**src/rtl/ahb3lite_master_arbiter_if.sv**
```systemverilog
// Bus bundle between several AHB-Lite masters, the arbiter, and the single shared slave port.
// Modport "master" is the arbiter's view; modport "slave" is the view of the masters and slave around it.
interface ahb3lite_master_arbiter_if #(
    parameter int HADDR_SIZE = 32,
    parameter int HDATA_SIZE = 32,
    parameter int MASTERS    = 2
);
    logic [MASTERS*HADDR_SIZE-1:0] m_haddr_i;
    logic [MASTERS*2-1:0]          m_htrans_i;
    logic [MASTERS-1:0]            m_hwrite_i;
    logic [MASTERS*3-1:0]          m_hsize_i;
    logic [MASTERS*3-1:0]          m_hburst_i;
    logic [MASTERS*4-1:0]          m_hprot_i;
    logic [MASTERS*HDATA_SIZE-1:0] m_hwdata_i;
    logic [HDATA_SIZE-1:0]         m_hrdata_o;
    logic [MASTERS-1:0]            m_hready_o;
    logic [MASTERS-1:0]            m_hresp_o;

    logic                          s_hsel_o;
    logic [HADDR_SIZE-1:0]         s_haddr_o;
    logic [1:0]                    s_htrans_o;
    logic                          s_hwrite_o;
    logic [2:0]                    s_hsize_o;
    logic [2:0]                    s_hburst_o;
    logic [3:0]                    s_hprot_o;
    logic [HDATA_SIZE-1:0]         s_hwdata_o;
    logic                          s_hready_o;
    logic [HDATA_SIZE-1:0]         s_hrdata_i;
    logic                          s_hreadyout_i;
    logic                          s_hresp_i;

    logic [MASTERS-1:0]            grant_o;

    modport master (
        input  m_haddr_i, m_htrans_i, m_hwrite_i, m_hsize_i, m_hburst_i, m_hprot_i, m_hwdata_i,
        input  s_hrdata_i, s_hreadyout_i, s_hresp_i,
        output m_hrdata_o, m_hready_o, m_hresp_o,
        output s_hsel_o, s_haddr_o, s_htrans_o, s_hwrite_o, s_hsize_o, s_hburst_o, s_hprot_o,
        output s_hwdata_o, s_hready_o, grant_o
    );

    modport slave (
        output m_haddr_i, m_htrans_i, m_hwrite_i, m_hsize_i, m_hburst_i, m_hprot_i, m_hwdata_i,
        output s_hrdata_i, s_hreadyout_i, s_hresp_i,
        input  m_hrdata_o, m_hready_o, m_hresp_o,
        input  s_hsel_o, s_haddr_o, s_htrans_o, s_hwrite_o, s_hsize_o, s_hburst_o, s_hprot_o,
        input  s_hwdata_o, s_hready_o, grant_o
    );
endinterface

```
**src/rtl/ahb3lite_master_arbiter.sv**
```systemverilog
// Round-robin arbiter sharing one AHB-Lite slave between MASTERS masters, with bus parking.
// The grant moves only on an IDLE owner address phase, so transfers are never split or replayed.
module ahb3lite_master_arbiter #(
    parameter int HADDR_SIZE = 32,
    parameter int HDATA_SIZE = 32,
    parameter int MASTERS    = 2
) (
    input logic                       hclk_i,
    input logic                       hreset_n_i,
    ahb3lite_master_arbiter_if.master bus
);
    localparam int IDX_W = (MASTERS > 1) ? $clog2(MASTERS) : 1;

    logic [MASTERS-1:0] grant_q;
    logic [IDX_W-1:0]   last_q;
    logic [IDX_W-1:0]   dp_owner;
    logic               dp_valid;
    logic [MASTERS-1:0] req;
    logic               found;
    int                 owner_idx;
    int                 next_idx;

    always_comb begin
        owner_idx = 0;
        for (int i = 0; i < MASTERS; i++) begin
            req[i] = bus.m_htrans_i[2*i+1];
            if (grant_q[i]) owner_idx = i;
        end
    end

    always_comb begin
        bus.s_haddr_o  = '0;
        bus.s_htrans_o = 2'b00;
        bus.s_hwrite_o = 1'b0;
        bus.s_hsize_o  = 3'b000;
        bus.s_hburst_o = 3'b000;
        bus.s_hprot_o  = 4'b0000;
        bus.s_hwdata_o = '0;
        for (int i = 0; i < MASTERS; i++) begin
            if (i == owner_idx) begin
                bus.s_haddr_o  = bus.m_haddr_i[i*HADDR_SIZE +: HADDR_SIZE];
                bus.s_htrans_o = bus.m_htrans_i[2*i +: 2];
                bus.s_hwrite_o = bus.m_hwrite_i[i];
                bus.s_hsize_o  = bus.m_hsize_i[3*i +: 3];
                bus.s_hburst_o = bus.m_hburst_i[3*i +: 3];
                bus.s_hprot_o  = bus.m_hprot_i[4*i +: 4];
            end
            if (i == int'(dp_owner)) bus.s_hwdata_o = bus.m_hwdata_i[i*HDATA_SIZE +: HDATA_SIZE];
        end
    end

    // Scan starts after the last granted master; the current owner comes last, so it parks by default.
    always_comb begin
        next_idx = owner_idx;
        found    = 1'b0;
        for (int k = 1; k <= MASTERS; k++) begin
            for (int i = 0; i < MASTERS; i++) begin
                if (!found && req[i] && (i == (int'(last_q) + k) % MASTERS)) begin
                    next_idx = i;
                    found    = 1'b1;
                end
            end
        end
    end

    // A requesting non-owner is stalled so it keeps presenting its address until granted.
    always_comb begin
        bus.m_hready_o = '1;
        bus.m_hresp_o  = '0;
        for (int i = 0; i < MASTERS; i++) begin
            if (i == owner_idx)
                bus.m_hready_o[i] = bus.s_hreadyout_i;
            else if (req[i])
                bus.m_hready_o[i] = 1'b0;
            else if (dp_valid && (i == int'(dp_owner)))
                bus.m_hready_o[i] = bus.s_hreadyout_i;
            if (dp_valid && (i == int'(dp_owner)))
                bus.m_hresp_o[i] = bus.s_hresp_i;
        end
    end

    assign bus.s_hsel_o   = bus.s_htrans_o[1];
    assign bus.s_hready_o = bus.s_hreadyout_i;
    assign bus.m_hrdata_o = bus.s_hrdata_i;
    assign bus.grant_o    = grant_q;

    always_ff @(posedge hclk_i or negedge hreset_n_i) begin
        if (!hreset_n_i) begin
            grant_q  <= MASTERS'(1);
            last_q   <= '0;
            dp_valid <= 1'b0;
            dp_owner <= '0;
        end else if (bus.s_hreadyout_i) begin
            dp_valid <= bus.s_htrans_o[1];
            dp_owner <= IDX_W'(owner_idx);
            if (bus.s_htrans_o == 2'b00) begin
                grant_q <= MASTERS'(1) << next_idx;
                last_q  <= IDX_W'(next_idx);
            end
        end
    end
endmodule
```
**src/flat_wrapper.sv**
```systemverilog
// flat-port wrapper written by rule: the top's interface ports become plain ports
module ahb3lite_master_arbiter_flat 
#(
    parameter int HADDR_SIZE = 32,
    parameter int HDATA_SIZE = 32,
    parameter int MASTERS    = 2
)
  (hclk_i, hreset_n_i, bus_m_haddr_i, bus_m_htrans_i, bus_m_hwrite_i, bus_m_hsize_i, bus_m_hburst_i, bus_m_hprot_i, bus_m_hwdata_i, bus_s_hrdata_i, bus_s_hreadyout_i, bus_s_hresp_i, bus_m_hrdata_o, bus_m_hready_o, bus_m_hresp_o, bus_s_hsel_o, bus_s_haddr_o, bus_s_htrans_o, bus_s_hwrite_o, bus_s_hsize_o, bus_s_hburst_o, bus_s_hprot_o, bus_s_hwdata_o, bus_s_hready_o, bus_grant_o);
  ahb3lite_master_arbiter_if #(.HADDR_SIZE(HADDR_SIZE), .HDATA_SIZE(HDATA_SIZE), .MASTERS(MASTERS)) bus_i ();
  input logic hclk_i;
  input logic hreset_n_i;
  input wire logic [$bits(bus_i.m_haddr_i)-1:0] bus_m_haddr_i;
  input wire logic [$bits(bus_i.m_htrans_i)-1:0] bus_m_htrans_i;
  input wire logic [$bits(bus_i.m_hwrite_i)-1:0] bus_m_hwrite_i;
  input wire logic [$bits(bus_i.m_hsize_i)-1:0] bus_m_hsize_i;
  input wire logic [$bits(bus_i.m_hburst_i)-1:0] bus_m_hburst_i;
  input wire logic [$bits(bus_i.m_hprot_i)-1:0] bus_m_hprot_i;
  input wire logic [$bits(bus_i.m_hwdata_i)-1:0] bus_m_hwdata_i;
  input wire logic [$bits(bus_i.s_hrdata_i)-1:0] bus_s_hrdata_i;
  input wire logic [$bits(bus_i.s_hreadyout_i)-1:0] bus_s_hreadyout_i;
  input wire logic [$bits(bus_i.s_hresp_i)-1:0] bus_s_hresp_i;
  output wire logic [$bits(bus_i.m_hrdata_o)-1:0] bus_m_hrdata_o;
  output wire logic [$bits(bus_i.m_hready_o)-1:0] bus_m_hready_o;
  output wire logic [$bits(bus_i.m_hresp_o)-1:0] bus_m_hresp_o;
  output wire logic [$bits(bus_i.s_hsel_o)-1:0] bus_s_hsel_o;
  output wire logic [$bits(bus_i.s_haddr_o)-1:0] bus_s_haddr_o;
  output wire logic [$bits(bus_i.s_htrans_o)-1:0] bus_s_htrans_o;
  output wire logic [$bits(bus_i.s_hwrite_o)-1:0] bus_s_hwrite_o;
  output wire logic [$bits(bus_i.s_hsize_o)-1:0] bus_s_hsize_o;
  output wire logic [$bits(bus_i.s_hburst_o)-1:0] bus_s_hburst_o;
  output wire logic [$bits(bus_i.s_hprot_o)-1:0] bus_s_hprot_o;
  output wire logic [$bits(bus_i.s_hwdata_o)-1:0] bus_s_hwdata_o;
  output wire logic [$bits(bus_i.s_hready_o)-1:0] bus_s_hready_o;
  output wire logic [$bits(bus_i.grant_o)-1:0] bus_grant_o;
  assign bus_i.m_haddr_i = bus_m_haddr_i;
  assign bus_i.m_htrans_i = bus_m_htrans_i;
  assign bus_i.m_hwrite_i = bus_m_hwrite_i;
  assign bus_i.m_hsize_i = bus_m_hsize_i;
  assign bus_i.m_hburst_i = bus_m_hburst_i;
  assign bus_i.m_hprot_i = bus_m_hprot_i;
  assign bus_i.m_hwdata_i = bus_m_hwdata_i;
  assign bus_i.s_hrdata_i = bus_s_hrdata_i;
  assign bus_i.s_hreadyout_i = bus_s_hreadyout_i;
  assign bus_i.s_hresp_i = bus_s_hresp_i;
  assign bus_m_hrdata_o = bus_i.m_hrdata_o;
  assign bus_m_hready_o = bus_i.m_hready_o;
  assign bus_m_hresp_o = bus_i.m_hresp_o;
  assign bus_s_hsel_o = bus_i.s_hsel_o;
  assign bus_s_haddr_o = bus_i.s_haddr_o;
  assign bus_s_htrans_o = bus_i.s_htrans_o;
  assign bus_s_hwrite_o = bus_i.s_hwrite_o;
  assign bus_s_hsize_o = bus_i.s_hsize_o;
  assign bus_s_hburst_o = bus_i.s_hburst_o;
  assign bus_s_hprot_o = bus_i.s_hprot_o;
  assign bus_s_hwdata_o = bus_i.s_hwdata_o;
  assign bus_s_hready_o = bus_i.s_hready_o;
  assign bus_grant_o = bus_i.grant_o;
  ahb3lite_master_arbiter #(.HADDR_SIZE(HADDR_SIZE), .HDATA_SIZE(HDATA_SIZE), .MASTERS(MASTERS)) u_core (.hclk_i(hclk_i), .hreset_n_i(hreset_n_i), .bus(bus_i));
endmodule
```
**config.mk**
```make
export PLATFORM = sky130hd
export DESIGN_NAME = ahb3lite_master_arbiter_flat
export DESIGN_NICKNAME = d
export VERILOG_FILES = /design/src/rtl/ahb3lite_master_arbiter_if.sv /design/src/rtl/ahb3lite_master_arbiter.sv /design/src/flat_wrapper.sv
export SDC_FILE = /design/constraint.sdc
export NUM_CORES = 1
export LEC_CHECK = 0
export CAP_MARGIN = 40
export CORE_AREA = 2 2 117 119
export DETAILED_ROUTE_END_ITERATION = 10
export DIE_AREA = 0 0 119 121
export RECOVER_POWER = 25
export SLEW_MARGIN = 20
export SYNTH_ARGS = -nofsm -noshare
export SYNTH_HDL_FRONTEND = slang
export SYNTH_SLANG_ARGS = --single-unit
```
**constraint.sdc**
```tcl
create_clock -name hclk_i -period 3.1 [get_ports hclk_i]
set_clock_uncertainty 0.05 [all_clocks]
set_input_delay 0.62 -clock hclk_i [delete_from_list [all_inputs] [get_ports hclk_i]]
set_output_delay 0.62 -clock hclk_i [all_outputs]
set_load 0.02 [all_outputs]
```
Word-level counts from Yosys, hierarchy flattened
Cells that the tools add are included.

storage, ports and cells
  memories = 0
  input port bits = 190
  logic and storage cells = 59
  register bits = 5
  bits in latches = 0
  bits in read-only memories = 0
  bits in writable memories = 0

cells by class
  reduce and logical (&&, ||, !) cells = 17
  shift-type cells = 1
  order comparisons = 0
  $mul = 0
  bitwise operators = 3
  div/mod/pow operators = 0
  equal/unequal tests = 3
  mux-type cells = 29
  add/sub/neg operators = 2

operators with widths
  operator                                           number
  two-way mux 32 bit                                 7
  zero test 32 bit                                   3
  << shifter 1 x 32 -> 2 bit (first input constant)  1
  two-way mux 1 bit                                  14
  two-way mux 3 bit                                  4
  logical AND 1 bit                                  9
  two-way mux 4 bit                                  2
  equality test 2 bit (first input constant)         2
  two-way mux 2 bit                                  2
  zero test 1 bit                                    3
  adder 1 bit (second input constant)                2
  bitwise AND 1 bit (first input constant)           2
  zero test 2 bit                                    1
  AND reduction 2 bit                                1
  equality test 1 bit (first input constant)         1
  NOT 1 bit                                          1

Depth between registers and ports, before layout
Gate-level depths: netlist of run 1.

  word-level depth = 18
  gate-level depth with buffers = 5

Worst setup path before layout of run 1
Ideal clock, no wire load.

  path type = flip-flop to output port
  start = reg u_core.last_q (netlist name)
  end = out bus_s_htrans_o[0]
  path slack = 1255 ps
  arrival time = 1175 ps
  stages on the path, launching flop included = 4
  path buffers = 2
  cells stage by stage = dfrtp_1 buf_6 buf_2 o21ai_0

RTL lines
  what       RTL line            text
  to (decl)  flat_wrapper.sv:27  output wire logic [$bits(bus_i.s_htrans_o)-1:0] bus_s_htrans_o;

Final worst setup path of run 1
  start = in bus_s_hreadyout_i
  end = out bus_m_hready_o[1]

on the way
  cells in the longest elaborated chain, start to end = 3

RTL lines
  what                 RTL line                       text
  from (decl)          flat_wrapper.sv:20             input wire logic [$bits(bus_i.s_hreadyout_i)-1:0] bus_s_hreadyout_i;
  two-way mux 1 bit    ahb3lite_master_arbiter.sv:75  else if (dp_valid && (i == int'(dp_owner)))
  two-way mux 1 bit    ahb3lite_master_arbiter.sv:73  else if (req[i])
  two-way mux 1 bit *  ahb3lite_master_arbiter.sv:71  if (i == owner_idx)
  to (decl)            flat_wrapper.sv:23             output wire logic [$bits(bus_i.m_hready_o)-1:0] bus_m_hready_o;

Every way passes the cells marked *; elsewhere a longest branch is shown, timed or not.

==> summary.txt, run 1 <==
Port buffer count - 242
MaxCap Viol Count - 0
Setup Total Neg Slack - 0 ps
Post-Route WL - 7.16 mm
Status - finished clean
DIE HEIGHT - 121 µm
Pre-CTS WS - 340 ps
Yosys cell types - 20
First-pass GRT wire length - 10.3 mm
Cell count after synthesis - 152
Pleak - 1.42 nW
Remaining global-route overflow - 0
Synth warn - 0
Avg Cell Area, Syn - 9.46 µm²
DPL Wire Length - 6.23 mm
Clk buf depth - 2
Antenna violations before repair - 1
Routed len/inst - 13.5 µm
Maximum number of pins on one net before global-route repair - 58
GP Congestion - 0.667
Critical Path Start Type - input pin
CTS Buf Count - 3
Synthesized flop and latch total - 4
Worst r2r path cells - 4
Fin crit period - 2750 ps
Top-level I/O count - 307
H-tree levels - 1
Crit path DAT - 2080 ps
Clock latency on the worst-skew pair - 220 ps
GRT Overall Usage - 8.86%
Design Area, Final - 0.00386 mm²
Most common cell after layout, fill and taps aside - clkdlybuf4s50_1
Fin Hold WS - 557 ps
Die area - 0.0144 mm²
Hold Crit Class - reg2reg
PD cells - 268 mW/mm²
# fillers - 1351
Final setup margin - 349 ps
Reg area - 103 µm²
Net Count, Synth - 342
Tightest Pin Transition - 448 ps
Vias in the first global route - 1979
Non-Filler Instances - 532
Initial Util - 11.0%
Crit path kind - in2out
Hold path depth - 2
Yosys top cell by area - mux2_2
Area growth, synth to finish - 168%
Cell area after synthesis - 0.00144 mm²
Die Width - 119 µm
Critical Path Fanout Max - 8
Worst Setup EP - bus_m_hready_o[1]
Final setup vio count - 0
RR Endpoint - u_core.bus.grant_o[0]
DR iter-0 viols - 18
Core Box Area - 0.0131 mm²
CTS Hold Bufs - 0
Cell count after placement - 527
Post CTS Setup Buffer Count - 0
DR DRC count - 0
Max_slew headroom - 70.1%
Hold Vio Cnt, Final - 0
Peak VDD IR - 133 µV
Commonest non-fill, non-tap cells in the layout - 241 x clkdlybuf4s50_1, 77 x mux2_2, 6 x nor2_1
Clk sinks - 4
Final Core Density - 29.5%
Post-synth top area share - 60.3%
Unrepaired setup endpoints after global routing - false
Reg-to-Reg Start - u_core.last_q
Pins Over Slew Limit - 0
Nets - 546
Antenna Nets Post-Route - 0
Vias - 1895
CTS Root Cell - clkbuf_16
Multi-input gate area - 993 µm²
Fin crit share - 88.8%
Std-Cell Rows - 42
Reg2reg setup slack - 1650 ps
Seq/Total Area, Yosys - 7.05%
CTS tree - built
CTS clk-pin slew, worst paths - 30 ps
Drt pass-1 iters - 2
Avg Vias per Cell - 3.56
Fmax - 363 MHz
Post-CTS sizing - 0
Crit end category - primary output
Share of cells above drive strength 1 - 23.9%
Worst setup startpoint - bus_s_hreadyout_i
Dpl cell area - 0.00378 mm²
Top cells by area, synth - mux2_2 60%, buf_4 21%, dfrtp_1 5.2%
Worst endpoint required time - 2430 ps
Total power draw - 1.03 mW
[worst max-delay path: stages]
cell and delay [ps]:
clkdlybuf4s50_1 630, nor2_1 80, nor2_1 110, clkdlybuf4s50_1 630
[worst min path at each step]
stage,start,end,slack (ps)
global route,u_core.dp_valid,u_core.dp_valid,620
finish,u_core.dp_valid,u_core.dp_valid,560
detailed placement,u_core.dp_valid,u_core.dp_valid,550
floorplan,hreset_n_i,u_core.dp_owner,270
global placement,u_core.dp_valid,u_core.dp_valid,550
CTS,hreset_n_i,u_core.dp_valid,560
[sequential cells by signal (all words and copies together), names as in the netlist]
| signal | flops |
|---|---|
| u_core.bus.grant_o | 1 |
| u_core.last_q | 1 |
| u_core.dp_owner | 1 |
| u_core.dp_valid | 1 |
[where the power goes]
part / internal [mW] / total, mW / switching (mW)
clock network: 0.170 / 0.209 / 0.0390
logic: 0.460 / 0.756 / 0.296
registers: 0.0642 / 0.0698 / 0.00556
total: 0.694 / 1.03 / 0.340
[per-layer routing]
| layer | GRT usage, % | share of wire (%) | vias up |
|---|---|---|---|
| li1 | - | - | 908 |
| met1 | 8.40 | 33 | 834 |
| met2 | 17.5 | 54 | 139 |
| met3 | 3.62 | 12 | 14 |
| met4 | 2.38 | 1.4 | 0 |
| met5 | 0 | 0 | - |
[cells by family (layout without fill, tap and decap cells)]
kind of cell,Yosys count,count (layout),share of synthesized area [%]
buffers and inverters,48,251,23.8
other,0,1,0
flip-flops,4,4,7.05
AND/OR/NAND/NOR,13,13,4.61
multiplexers,78,78,61.1
AO/OA/AOI/OAI,9,9,3.39
[cell usage after synthesis]
master / number
buf_2: 4
inv_1: 3
and3_1: 1
dfstp_2: 1
dfrtp_1: 3
a31oi_1: 1
o21ai_0: 2
o31ai_1: 1
buf_6: 1
mux2_2: 77
nor3b_1: 1
o21ai_1: 1
nor2_1: 6
nor3_2: 1
nor2b_1: 1
mux2_1: 1
nand2b_1: 1
a21oi_1: 4
nand2_1: 2
buf_4: 40
[area by class of cell]
cell class,instances,area share [%]
timing repair buffer,244,63.5
sequential,4,2.66
antenna,1,0.0649
tap,176,5.71
clock buffer,4,2.04
multi-input combinational,100,25.7
inverter,3,0.292
Power figures use the tool's default switching activity.
==> run 2, diff against run 1 <==
--- a/config.mk
+++ b/config.mk
@@ -6,9 +6,10 @@
 export NUM_CORES = 1
 export LEC_CHECK = 0
 export CAP_MARGIN = 40
-export CORE_AREA = 2 2 117 119
+export CORE_AREA = 2 2 120 122
 export DETAILED_ROUTE_END_ITERATION = 10
-export DIE_AREA = 0 0 119 121
+export DIE_AREA = 0 0 122 124
+export HOLD_SLACK_MARGIN = 0.06
 export RECOVER_POWER = 25
 export SLEW_MARGIN = 20
 export SYNTH_ARGS = -nofsm -noshare
==> constraint.sdc (replaced) <==
create_clock -name hclk_i -period 2.8 [get_ports hclk_i]
set_clock_uncertainty 0.05 [all_clocks]
set_input_delay 0.28 -clock hclk_i [delete_from_list [all_inputs] [get_ports hclk_i]]
set_output_delay 0.28 -clock hclk_i [all_outputs]
set_load 0.02 [all_outputs]
==> summary.txt, run 2 (synthesized netlist as in run 1, its figures left out) <==
PD cells - 298 mW/mm² (+11%)
Status - finished clean
GP Congestion - 0.728 (+9.2%)
Die area - 0.0151 mm² (+5.1%)
Worst path slowest cell - dfrtp_1
Crit path kind - reg2out
Avg Vias per Cell - 3.59 (+0.67%)
Fin crit period - 2350 ps
Critical Path Start Type - flip-flop
DIE HEIGHT - 124 µm (+2.5%)
Reg2reg setup slack - 1380 ps (-270 ps)
Crit path DAT - 2020 ps (-60 ps)
Std-Cell Rows - 43 (+2.4%)
Power share of the clock group - 20.1% (about the same)
Most common cell after layout, fill and taps aside - clkdlybuf4s50_1
Routed len/inst - 14.6 µm (+8.6%)
CTS Hold Bufs - 0 (unchanged)
Core Box Area - 0.0137 mm² (+4.8%)
Peak VDD IR - 153 µV (+16%)
P_sw - 381 µW (+12%)
Fin crit share - 83.8%
Clk sinks - 4 (unchanged)
Fmax - 426 MHz
Crit end category - primary output
Pins Over Slew Limit - 0 (unchanged)
Final setup margin - 455 ps (+106 ps)
DPL Wire Length - 6.95 mm (+11%)
Worst r2r path cells - 4 (unchanged)
Post CTS Setup Buffer Count - 0 (unchanged)
Crit-path max cell delay - 540 ps (-90 ps)
MaxCap Viol Count - 0 (unchanged)
Initial Util - 10.5% (-0.51 points)
Remaining global-route overflow - 0 (unchanged)
Share of cells above drive strength 1 - 24.2% (+0.21 points)
Antenna violations before repair - 0 (-1)
Diodes inserted - 0 (-1)
CTS Root Cell - clkbuf_16
Clk buf depth - 2 (unchanged)
Comb power frac - 72.8% (-0.2 points)
Hold Crit Class - in2async
Maximum number of pins on one net before global-route repair - 58 (unchanged)
Area growth, synth to finish - 169%
Clock latency on the worst-skew pair - 230 ps (about the same)
Final setup vio count - 0 (unchanged)
Unrepaired setup endpoints after global routing - false
Critical Path Fanout Max - 19 (+11)
GRT Overall Usage - 9.11% (+0.24 points)
Hold Vio Cnt, Final - 0 (unchanged)
Reg-to-Reg Start - u_core.last_q
Pleak - 1.43 nW (+0.30%)
CTS Buf Count - 3 (unchanged)
Vias in the first global route - 2010 (+1.6%)
Port buffer count - 242 (unchanged)
Worst Setup EP - bus_s_hwdata_o[4]
Pre-CTS WS - 655 ps (+315 ps)
Antenna Nets Post-Route - 0 (unchanged)
RR Endpoint - u_core.bus.grant_o[0]
Tightest Pin Transition - 378 ps (-69.9 ps)
Internal power - 771 µW (+11%)
CTS tree - built
Post-Route WL - 7.83 mm (+9.5%)
Commonest non-fill, non-tap cells in the layout - 241 x clkdlybuf4s50_1, 77 x mux2_2, 6 x nor2_1
Nets - 547 (+0.18%)
Setup Total Neg Slack - 0 ps (unchanged)
Drt pass-1 iters - 2 (unchanged)
H-tree levels - 1 (unchanged)
Post-CTS sizing - 0 (unchanged)
Switch share - 33.1% (+0.19 points)
Die Width - 122 µm (+2.5%)
Seq pwr share - 7.1% (+0.4 points)
DR DRC count - 0 (unchanged)
DR iter-0 viols - 25 (+7)
Worst endpoint required time - 2470 ps (+40 ps)
CTS clk-pin slew, worst paths - 30 ps (about the same)
Worst setup startpoint - u_core.dp_owner
Top-level I/O count - 307 (unchanged)
First-pass GRT wire length - 10.5 mm (+1.9%)
Crit path cell chain - buf_4, mux2_2, clkdlybuf4s50_1
Vias - 1922 (+1.4%)
Max_slew headroom - 74.7% (+4.6 points)
## run 2: cell count changes in the layout (fill, tap and decap cells not counted)
cell     previous run  this run
buf_4               1         2
diode_2             1         0
## run 2: per-layer routing
layer	vias up	wire (µm)	GRT usage, %
li1	914	-	-
met1	838	2620	9.38
met2	160	4040	17.1
met3	10	1070	3.48
met4	0	102	2.73
met5	-	0	0
## run 2: how the worst min path moves through the flow
stage / to / slack (ps) / cells after the start
after floorplan: u_core.dp_owner / -70 / 0
after global routing: u_core.dp_owner / 290 / 1
after detailed placement: u_core.dp_valid / 450 / 1
after CTS: u_core.dp_owner / 210 / 1
after global placement: u_core.dp_valid / 450 / 1
final: u_core.dp_owner / 280 / 1
## run 2: area by class of cell
cell class	instances	area, µm²
Inverter	3	11.3
Fill cell	1451	9850
Tap cell	180	225
Clock buffer	4	78.8
Timing Repair Buffer	245	2460
Multi-Input combinational cell	100	993
Sequential cell	4	103
## run 2: power by group through the flow
stage	clock network, mW	registers, mW	logic, mW
after floorplan	0	0.0830	0.422
after global placement	0	0.0824	0.841
after detailed placement	0	0.0826	0.844
after CTS	0.237	0.0826	0.850
after global routing	0.242	0.0844	0.885
final	0.231	0.0820	0.838
## run 2: stage by stage
step                      total power [mW]  util, %  instance area, µm²  std cells  hold slack (ps)
after floorplan                      0.506        -                1440        152            -65.6
after global placement               0.924     27.6                3790        532              451
after detailed placement             0.927     27.6                3790        532              451
after CTS                             1.17     28.2                3870        536              212
after global routing                  1.21     28.2                3870        536              295
final                                 1.15     28.2                3870        536              276
## run 2: critical path, delay by kind of cell (launching register included)
kind	cells	cell delay (ps)
multiplexers	1	370
flip-flops	1	540
buffers and inverters	2	860
==> run 3, diff against run 2 <==
==> constraint.sdc (replaced) <==
create_clock -name hclk_i -period 1.92 [get_ports hclk_i]
set_clock_uncertainty 0.05 [all_clocks]
set_input_delay 0.192 -clock hclk_i [delete_from_list [all_inputs] [get_ports hclk_i]]
set_output_delay 0.192 -clock hclk_i [all_outputs]
set_load 0.02 [all_outputs]
==> summary.txt, run 3 (synthesized netlist as in run 1, its figures left out) <==
Status - finished clean
Most common cell after layout, fill and taps aside - clkdlybuf4s50_1
Worst path slowest cell - clkdlybuf4s50_1
GP Congestion - 0.730 (+0.27%)
Top-level I/O count - 307 (unchanged)
Clk buf depth - 2 (unchanged)
P_sw - 552 µW (+45%)
Initial Util - 10.5% (unchanged)
Post-Route WL - 7.92 mm (+1.1%)
Crit path DAT - 1570 ps (-450 ps)
Fin crit share - 94.4%
H-tree levels - 1 (unchanged)
DIE HEIGHT - 124 µm (unchanged)
CTS clk-pin slew, worst paths - 30 ps (about the same)
Multi-input gate area - 993 µm² (unchanged)
Hold Crit Class - in2async
Internal power - 1.03 mW (+33%)
Antenna violations before repair - 0 (unchanged)
DPL Wire Length - 7.02 mm (+1.0%)
Maximum number of pins on one net before global-route repair - 34 (-41%)
Hold Vio Cnt, Final - 0 (unchanged)
Crit-path max cell delay - 600 ps (+60 ps)
Clk sinks - 4 (unchanged)
Clock latency on the worst-skew pair - 230 ps (about the same)
Remaining global-route overflow - 0 (unchanged)
Switch share - 35.0% (+1.9 points)
Pre-CTS WS - 32.7 ps (-623 ps)
Crit path kind - reg2out
Core Box Area - 0.0137 mm² (unchanged)
Max_slew headroom - 82.4% (+7.7 points)
Bufs and invs on worst path - 2 (unchanged)
Tightest Pin Transition - 263 ps (-115 ps)
Cell count after placement - 537 (+0.94%)
Std-Cell Rows - 43 (unchanged)
GRT Overall Usage - 9.69% (+0.58 points)
Non-Filler Instances - 541 (+0.93%)
Final Core Density - 27.9% (-0.26 points)
Routed len/inst - 14.6 µm (+0.14%)
Share of cells above drive strength 1 - 25.5% (+1.3 points)
Setup Total Neg Slack - 0 ps (unchanged)
PD cells - 412 mW/mm² (+38%)
Port buffer count - 242 (unchanged)
CTS Hold Bufs - 0 (unchanged)
Fin Hold WS - 187 ps (-89.5 ps)
Diodes inserted - 0 (unchanged)
Fmax - 552 MHz
CTS Root Cell - clkbuf_16
Reg area - 103 µm² (unchanged)
Pins Over Slew Limit - 0 (unchanged)
Crit path cell chain - buf_12, and3_1, clkdlybuf4s50_1
First-pass GRT wire length - 11.2 mm (+7.5%)
Cell family with most CP delay - buffers and inverters
DR iter-0 viols - 51 (+100%)
Vias in the first global route - 2045 (+1.7%)
Area growth, synth to finish - 167%
CTS Buf Count - 3 (unchanged)
Die Width - 122 µm (unchanged)
Peak VDD IR - 162 µV (+5.6%)
Drt pass-1 iters - 4 (+2)
Final setup margin - 107 ps (-347 ps)
Worst endpoint required time - 1680 ps (-790 ps)
Antenna Nets Post-Route - 0 (unchanged)
Crit end category - primary output
Critical Path Start Type - flip-flop
Die area - 0.0151 mm² (unchanged)
Vias - 1950 (+1.5%)
CTS tree - built
Pleak - 1.58 nW (+11%)
# fillers - 1476 (+1.7%)
MaxCap Viol Count - 0 (unchanged)
DR DRC count - 0 (unchanged)
Power share of the clock group - 21.7% (+1.6 points)
Final setup vio count - 0 (unchanged)
Nets - 552 (+0.91%)
Critical Path Fanout Max - 27 (+8)
Comb power frac - 70.9% (-1.9 points)
Fin crit period - 1810 ps
Commonest non-fill, non-tap cells in the layout - 161 x clkdlybuf4s50_1, 78 x dlygate4sd2_1, 77 x mux2_2
Unrepaired setup endpoints after global routing - false
Seq pwr share - 7.4% (+0.3 points)
Avg Vias per Cell - 3.60 (+0.52%)
-- run 3: cell count changes in the layout (fill, tap and decap cells not counted), sizes merged --
cell	previous run	this run
clkdlybuf4s50	241	161
dlygate4sd2	0	78
buf	3	9
dlymetal6s2s	0	1
-- run 3: worst register-to-register path: stages, from the launching register on --
cell     delay [ps]
dfrtp_2         430
buf_12          170
nor3b_1         140
o21ai_1         140
mux2_1          340
-- run 3: power by group through the flow --
stage	Clock [mW]	Combinational, mW	Sequential [mW]
final	0.342	1.12	0.116
after global routing	0.360	1.20	0.119
after CTS	0.348	1.14	0.117
after detailed placement	0	1.25	0.118
after global placement	0	1.25	0.117
after floorplan	0	0.616	0.121
-- run 3: what timing repair did --
| item | 4_1_cts | 5_1_grt |
|---|---|---|
| endpoints found under the hold margin | 0 | 0 |
| endpoints found under the setup margin | 78 | 1 |
| buffers inserted | 0 | 0 |
| resized for setup | 78 | 1 |
-- run 3: area by class of cell --
class | instances | share of cell area, %
Sequential cell | 4 | 2.68
Inverter | 3 | 0.294
Multi-Input combinational cell | 100 | 25.9
Tap cell | 180 | 5.87
Timing Repair Buffer | 250 | 63.2
Clock buffer | 4 | 2.06
-- run 3: metal layers --
layer | routed length [µm] | share of wire, % | GRT usage, % | vias to the layer above
met5 | 0 | 0 | 0 | -
met4 | 105 | 1.3 | 3.16 | 0
met3 | 1080 | 14 | 3.21 | 10
met2 | 4110 | 52 | 17.9 | 164
met1 | 2620 | 33 | 10.4 | 855
li1 | - | - | - | 921
-- run 3: path summary, 6_finish.rpt --
path	to	depth (start not counted)	from	slack, ps
hold / removal	u_core.dp_valid	1	hreset_n_i	190
setup / recovery	bus_m_hresp_o[1]	3	u_core.dp_owner	110
hold reg to reg	u_core.dp_valid	2	u_core.dp_valid	560
max in group asynchronous	u_core.bus.grant_o[0]	1	hreset_n_i	1390
setup reg to reg	u_core.bus.grant_o[0]	4	u_core.last_q	560
min in group hclk_i	bus_m_hrdata_o[16]	0	bus_s_hrdata_i[16]	330
-- run 3: per-stage QoR --
step                      cell area, µm²  power [mW]
after floorplan                     1440       0.737
after global placement              3850        1.37
after detailed placement            3850        1.37
after CTS                           3830        1.61
after global routing                3830        1.68
final                               3830        1.58
